`src/rtl/pool_apb_ctrl.sv`:
```
// APB initiator that sequences one pooling-block run per command.
// Optional poll timeout: define POOL_APB_CTRL_TIMEOUT_EN.
module pool_apb_ctrl #(
    parameter logic [31:0] CTRL_ADDR   = 32'h0000_0000,
    parameter logic [31:0] STATUS_ADDR = 32'h0000_0004,
    parameter logic [31:0] CNT_ADDR    = 32'h0000_0008,
    parameter logic [31:0] CFG_ADDR    = 32'h0000_000C,
    parameter int unsigned POLL_GAP    = 4,
    parameter int unsigned MAX_POLLS   = 1024
) (
    input  logic        CLK,
    input  logic        RESET,
    input  logic        cmd_valid,
    output logic        cmd_ready,
    input  logic [31:0] cmd_cfg,
    output logic        rsp_valid,
    input  logic        rsp_ready,
    output logic [31:0] rsp_cycles,
    output logic        rsp_err,
    output logic        rsp_timeout,
    output logic        busy,
    output logic [31:0] PADDR,
    output logic        PSEL,
    output logic        PENABLE,
    output logic        PWRITE,
    output logic [31:0] PWDATA,
    input  logic [31:0] PRDATA,
    input  logic        PREADY,
    input  logic        PSLVERR
);

    typedef enum logic [2:0] {IDLE, SETUP, ACCESS, GAP, RESP} state_e;
    typedef enum logic [2:0] {S0, S1, S2, S3, S4} step_e;

    localparam logic [31:0] GAP_LAST = 32'(POLL_GAP - 1);

    state_e      state_q, state_d;
    step_e       step_q, step_d;
    logic [31:0] cfg_q, cfg_d;
    logic [31:0] cycles_q, cycles_d;
    logic [31:0] gap_q, gap_d;
    logic        err_q, err_d;
    logic        poll_limit;

`ifdef POOL_APB_CTRL_TIMEOUT_EN
    logic [31:0] polls_q, polls_d;
    logic        timeout_q, timeout_d;

    // Limit is reached by the read that is about to be counted.
    assign poll_limit  = (polls_q + 32'd1) == 32'(MAX_POLLS);
    assign rsp_timeout = timeout_q;

    always_ff @(posedge CLK or posedge RESET) begin
        if (RESET) begin
            polls_q   <= '0;
            timeout_q <= 1'b0;
        end else begin
            polls_q   <= polls_d;
            timeout_q <= timeout_d;
        end
    end
`else
    logic unused_max_polls;

    assign unused_max_polls = ^MAX_POLLS;
    assign poll_limit       = 1'b0;
    assign rsp_timeout      = 1'b0;
`endif

    always_ff @(posedge CLK or posedge RESET) begin
        if (RESET) begin
            state_q  <= IDLE;
            step_q   <= S0;
            cfg_q    <= '0;
            cycles_q <= '0;
            gap_q    <= '0;
            err_q    <= 1'b0;
        end else begin
            state_q  <= state_d;
            step_q   <= step_d;
            cfg_q    <= cfg_d;
            cycles_q <= cycles_d;
            gap_q    <= gap_d;
            err_q    <= err_d;
        end
    end

    always_comb begin
        state_d  = state_q;
        step_d   = step_q;
        cfg_d    = cfg_q;
        cycles_d = cycles_q;
        gap_d    = gap_q;
        err_d    = err_q;
`ifdef POOL_APB_CTRL_TIMEOUT_EN
        polls_d   = polls_q;
        timeout_d = timeout_q;
`endif
        unique case (state_q)
            IDLE: begin
                if (cmd_valid) begin
                    state_d  = SETUP;
                    step_d   = S0;
                    cfg_d    = cmd_cfg;
                    cycles_d = '0;
                    gap_d    = '0;
                    err_d    = 1'b0;
`ifdef POOL_APB_CTRL_TIMEOUT_EN
                    polls_d   = '0;
                    timeout_d = 1'b0;
`endif
                end
            end
            SETUP: state_d = ACCESS;
            ACCESS: begin
                if (PREADY) begin
                    state_d = SETUP;
                    // An error anywhere still ends with the start-clear write.
                    if (PSLVERR) begin
                        err_d = 1'b1;
                        if (step_q == S4) state_d = RESP;
                        else step_d = S4;
                    end else begin
                        case (step_q)
                            S0: step_d = S1;
                            S1: step_d = S2;
                            S2: begin
                                if (PRDATA[0]) begin
                                    step_d = S3;
                                end else begin
`ifdef POOL_APB_CTRL_TIMEOUT_EN
                                    polls_d = polls_q + 32'd1;
                                    if (poll_limit) timeout_d = 1'b1;
`endif
                                    if (poll_limit) begin
                                        step_d = S4;
                                    end else if (POLL_GAP != 0) begin
                                        state_d = GAP;
                                        gap_d   = '0;
                                    end
                                end
                            end
                            S3: begin
                                cycles_d = PRDATA;
                                step_d   = S4;
                            end
                            default: state_d = RESP;
                        endcase
                    end
                end
            end
            GAP: begin
                if (gap_q == GAP_LAST) state_d = SETUP;
                else gap_d = gap_q + 32'd1;
            end
            RESP: begin
                if (rsp_ready) state_d = IDLE;
            end
            default: state_d = IDLE;
        endcase
    end

    logic psel;

    assign psel    = (state_q == SETUP) || (state_q == ACCESS);
    assign PSEL    = psel;
    assign PENABLE = (state_q == ACCESS);

    always_comb begin
        PADDR  = '0;
        PWRITE = 1'b0;
        PWDATA = '0;
        if (psel) begin
            case (step_q)
                S0: begin
                    PADDR  = CFG_ADDR;
                    PWRITE = 1'b1;
                    PWDATA = cfg_q;
                end
                S1: begin
                    PADDR  = CTRL_ADDR;
                    PWRITE = 1'b1;
                    PWDATA = 32'd1;
                end
                S2: PADDR = STATUS_ADDR;
                S3: PADDR = CNT_ADDR;
                default: begin
                    PADDR  = CTRL_ADDR;
                    PWRITE = 1'b1;
                end
            endcase
        end
    end

    assign cmd_ready  = (state_q == IDLE);
    assign busy       = (state_q != IDLE);
    assign rsp_valid  = (state_q == RESP);
    assign rsp_cycles = cycles_q;
    assign rsp_err    = err_q;

endmodule

```
`config.mk`:
```
export PLATFORM = sky130hd
export DESIGN_NAME = pool_apb_ctrl
export DESIGN_NICKNAME = d
export VERILOG_FILES = /design/src/rtl/pool_apb_ctrl.sv
export SDC_FILE = /design/constraint.sdc
export NUM_CORES = 1
export LEC_CHECK = 0
export CORE_MARGIN = 4
export CORE_UTILIZATION = 42
export CTS_CLUSTER_DIAMETER = 60
export DETAILED_ROUTE_END_ITERATION = 8
export MAX_ROUTING_LAYER = met4
export PLACE_DENSITY = 0.73
export SKIP_LAST_GASP = 1
export SLEW_MARGIN = 10
export SYNTH_ARGS = -nofsm -noshare
export SYNTH_HDL_FRONTEND = slang
export SYNTH_SLANG_ARGS = --single-unit
```
`constraint.sdc`:
```
create_clock -name CLK -period 3.7 [get_ports CLK]
set_input_delay 0.925 -clock CLK [delete_from_list [all_inputs] [get_ports CLK]]
set_output_delay 0.925 -clock CLK [all_outputs]
set_load 0.05 [all_outputs]
```
==> Word level (Yosys, flattened, before mapping) <==
Index checks and enable logic that the tools add are counted.
{ "op_classes": {"addsub": 1, "eq_ne": 22, "n_mux": 37, "n_reduce_logical": 14} }
{ "op_table": {"columns": ["cell", "n"], "rows": [
  ["2-to-1 mux 32 bit", 11],
  ["one-hot mux 32 bit (2 select lines)", 2],
  ["one-hot mux 32 bit (3 select lines)", 1],
  ["2-to-1 mux 3 bit", 11],
  ["adder 32 x 1 -> 32 bit, second input constant", 1],
  ["equality test 32 x 2 -> 1 bit, second input constant", 1],
  ["one-hot mux 3 bit (5 select lines)", 1],
  ["equality test 3 x 2 -> 1 bit, second input constant", 4],
  ["one-hot mux 3 bit (2 select lines)", 2],
  ["one-hot mux 3 bit (4 select lines)", 1],
  ["one-hot mux 4 bit (3 select lines)", 1],
  ["inequality test 2 x 1 -> 1 bit, second input constant", 5],
  ["inequality test 2 bit, second input constant", 5],
  ["AND reduction 4 bit", 2],
  ["AND reduction 7 bit", 1],
  ["equality test 3 x 1 -> 1 bit, second input constant", 2],
  ["equality test 3 bit, second input constant", 2],
  ["logical NOT 3 bit", 2],
  ["inequality test 6 x 1 -> 1 bit, second input constant", 1],
  ["AND reduction 6 bit", 1],
  ["nonzero test 3 bit", 2],
  ["2-to-1 mux 1 bit", 5],
  ["AND reduction 5 bit", 1],
  ["inequality test 4 bit, second input constant", 1],
  ["8 further kinds", 8]
]} }
{ "totals": {"regBits": 103, "output_inout_bits": 104} }

==> Depth between registers and ports, before layout <==
Gate-level depths: netlist (run 1).
{ "depth": {"ltp_word": 6, "depth_mapped": 8} }

==> Worst setup path after synthesis (run 1) <==
Ideal clock, no wire load.
{ "synth_path": {"path_type": "reg-to-output", "from": "register state_q[1]", "to": "output port busy", "arrival_ns": 2.318, "setup_slack_ns": 0.457, "path_stages_with_launch": 4, "path_buffers": 1, "path_cell_list": "dfrtp_1 -> clkbuf_1 -> nor3_1 -> inv_1"} }
{ "synth_via": {"elab_chain_len": 1} }
{ "synth_rtl": {"columns": ["element", "line_no", "source"], "rows": [
  ["start, declared", "37", "state_e state_q, state_d;"],
  ["start signal, assigned", "79", "state_q <= state_d;"],
  ["nonzero test 3 bit", "196", "assign busy = (state_q != IDLE);"],
  ["end, declared", "21", "output logic busy,"]
]} }
No other way between the ends.

==> Final worst setup path (run 1) <==
{ "layout_path": {"from": "register state_q[0]", "to": "output port PWDATA[9]"} }
{ "layout_via": {"elab_chain_len": 3, "word_cells_on_any_way": 4} }
{ "layout_rtl": {"columns": ["element", "line_no", "source"], "rows": [
  ["equality test 3 x 1 -> 1 bit / equality test 3 x 2 -> 1 bit (equally long branches)", "165", "assign psel = (state_q == SETUP) || (state_q == ACCESS);"],
  ["logical OR 1 bit *", "165", null],
  ["2-to-1 mux 32 bit *", "173", "if (psel) begin"],
  ["end, declared", "26", "output logic [31:0] PWDATA,"]
]} }
Every way passes the cells marked *; elsewhere a longest branch is shown, timed or not.

==> results of run 1 <==
## metal layers
layer / track usage, % / share of wire [%] / wire (um) / vias to the layer above
li1: - / - / - / 2209
met1: 26.3 / 45 / 6460 / 2180
met2: 31.8 / 47 / 6760 / 163
met3: 4.10 / 7.2 / 1040 / 14
met4: 6.16 / 1.2 / 180 / 0
met5: - / 0 / 0 / -
## kinds of logic after synthesis
group,share of synthesized area [%]
DFF,48.1
xor gates and xnor gates,0.817
buffers and inverters,7.99
other,0.0700
AOI/OAI and AO/OA,12.6
muxes,7.10
and+or+nand+nor,23.0
adders and majority gates,0.233
## flip-flops by register name, summed over array words and instances (netlist names)
signal and count:
cfg_q 32, gap_q 32, rsp_cycles 32, rsp_err 1, state_q 3, step_q 3
## through the flow
stage               setup slack (ns)  instance area [um2]  util [%]
floorplan                     0.0712                 5470         -
global placement               0.437                 7170      58.5
detailed placement             0.385                 7170      58.5
CTS                           0.0959                 7450      60.7
global route                  0.0399                 7450      60.8
finish                         0.255                 7450      60.8
## how the worst max path moves through the flow
stage / start / end / slack (ns) / depth (start not counted)
after floorplan: RESET / cfg_q[0] / 0.07 / 1
after global placement: PSLVERR / gap_q[21] / 0.44 / 6
after detailed placement: PSLVERR / gap_q[16] / 0.38 / 6
after CTS: state_q[0] / PADDR[3] / 0.1 / 5
after global routing: state_q[0] / PWDATA[30] / 0.04 / 7
final: state_q[0] / PWDATA[9] / 0.25 / 7
## cells in the final DEF, fill, tap and decap left out, types with 5 or more instances in the layout
cell / netlist / routed
a211o_1: 9 / 9
a211oi_1: 6 / 6
a21oi_1: 9 / 9
a22o_1: 5 / 5
and2_1: 34 / 34
and3_1: 9 / 9
buf_12: 0 / 33
buf_4: 31 / 11
clkbuf_16: 0 / 9
clkdlybuf4s50_1: 0 / 107
conb_1: 1 / 31
dfrtp_1: 103 / 103
inv_1: 18 / 17
mux2_2: 32 / 32
nand2_1: 89 / 89
nand3_1: 12 / 12
nand4_1: 12 / 12
nor2_1: 18 / 18
nor2b_1: 6 / 6
nor3_1: 16 / 15
nor4_1: 14 / 14
o21ai_0: 57 / 57
or3_1: 11 / 11
## worst max-delay path, delay by kind of cell (launching register included)
family | cells | cell delay (ns)
buf+inv | 2 | 0.42
simple gates | 4 | 1.03
compound gates | 1 | 0.22
flops | 1 | 0.48
## cell type report
type | count | area, um2 | area share, %
Clock inverter | 4 | 32.5 | 0.436
Inverter | 18 | 70.1 | 0.940
Clock buffer | 11 | 243 | 3.26
Sequential cell | 103 | 2580 | 34.6
Tap cell | 168 | 210 | 2.82
Multi-Input combinational cell | 419 | 2480 | 33.3
Timing Repair Buffer | 153 | 1840 | 24.7
## power by group
part | internal (W) | switching (W)
Sequential | 0.00148 | 0.000209
Clock | 0.000474 | 0.000418
Combinational | 0.00173 | 0.00269
Total | 0.00368 | 0.00331
==> results.toml, run 1 <==
[synthesis]
synth_top_flop_cell = "dfrtp_1"
synth_area_leaders = "dfrtp_1 (48%), mux2_2 (6.7%), nand2_1 (6.2%)"
synth.avg_cell_area_um2 = 9.35
synth_seq_cells = 103
yosysTopAreaCell = "dfrtp_1"
synth.yosys.warnings = 0
synth_cell_types = 47
synth_top_area_share_pct = 48.1
synthCells = 573
syn_area_um2 = 5360
synth_commonest_cells = "dfrtp_1 (103), nand2_1 (89), o21ai_0 (57)"
ys_async_sr_fraction_pct = 100
synthMostInstantiatedCell = "dfrtp_1"
synth_edf_count = 0
ys_seq_area_share_pct = 48.1

[global_routing]
overflow = 0
grt_max_degree = 65
grt_use_total_pct = 20.1
grt_pass1_vias = 4404
antenna_found_initial = 0
grt_pass1_wl_um = 23000

[setup_path]
critical_path_required_ns = 2.77
reg2reg_depth = 6
cp.arrival_ns = 2.52
path_class = "reg2out"
max_stage_delay_ns = 0.48
reg2reg_to = "gap_q[28]"
worst_setup_path_start_kind = "flip-flop"
crit_path_max_fanout = 31
cp_cell_sequence = "nor2b_1 -> o21ai_0 -> or2_2 -> nor3_2 -> buf_4 -> and2_1 -> buf_12"
endpoint_kind = "primary output"
r2r-start = "gap_q[0]"
slowest_stage = "dfrtp_1"
regToRegSetupSlack_ns = 0.95

[placed_design]
port_buffers = 142
place_inst = 861
place.gp.congestion = 0.908
hpwl_um = 10800

[routing]
dr.first_iter.drc_count = 298
routed-via-count = 4566
viasPerCell = 5.21
drc = 0
wire_per_inst_um = 16.5
dr.pass1.iters = 5
drtAntennaViolNets = 0
wl_um = 14400

[clock_network]
hold_buffers = 0
cts_tree = "done"
clk_latency_ns = 0.35
post-cts-setup-buffers = 0
clockBufferDepth = 2
h-tree-depth = 3
cts_buffers = 9
clk_pin_slew_ns = 0.07
clock-sinks = 103
cts_root_buf = "clkbuf_16"
cts.repair.resized = 0

[die]
io_pins = 174
fp.dieArea_um2 = 14600
die_h_um = 121
dieWidth_um = 121
core-area_um2 = 12300
rows = 40
start_util_pct = 43.7

[worst_hold_path]
holdPathStages = 2
hold_path_class = "reg2reg"
hold_end = "rsp_cycles[27]"
worstHoldStart = "rsp_cycles[27]"

[timing]
hold_ws_ns = 0.480
hold_violations = 0
slew_headroom_pct = 59.7
fmax_mhz = 290
finalMaxSlewViolations = 0
skew_ns = 0.0116
tightest_slew_ns = 0.601
min_period_over_period_pct = 93.1
rsz0062_at_grt = "no"
finalSetupViolations = 0
final.setup.tns_ns = 0
min_period_ns = 3.45

[job]
max_cap_viol_count = 0

[cells_and_area]
nNetsFinal = 775
drive_gt1_share_pct = 14.4
fillers = 991
layout.cells.non_filler = 876
area_growth_pct = 39.1
antenna_cells = 0

[power_and_ir_drop]
power_w = 0.00699
leakage_nw = 3.25
power_density_nw_per_um2 = 938
peakVddDrop_mv = 0.313

[run_status]
outcome = "completed"
Power figures use the tool's default switching activity.
==> inputs of run 2 (changes only) <==
--- a/config.mk
+++ b/config.mk
@@ -5,6 +5,7 @@
 export SDC_FILE = /design/constraint.sdc
 export NUM_CORES = 1
 export LEC_CHECK = 0
+export ABC_CLOCK_PERIOD_IN_PS = 3700
 export CORE_MARGIN = 4
 export CORE_UTILIZATION = 42
 export CTS_CLUSTER_DIAMETER = 60
==> results of run 2 <==
Final layout, timing and power as in run 1 (identical DEF).
==> inputs of run 3 (changes only) <==
--- a/config.mk
+++ b/config.mk
@@ -10,6 +10,7 @@
 export CORE_UTILIZATION = 42
 export CTS_CLUSTER_DIAMETER = 60
 export DETAILED_ROUTE_END_ITERATION = 8
+export HOLD_SLACK_MARGIN = 0.06
 export MAX_ROUTING_LAYER = met4
 export PLACE_DENSITY = 0.73
 export SKIP_LAST_GASP = 1
==> results of run 3 <==
Final layout, timing and power as in run 1 (identical DEF).
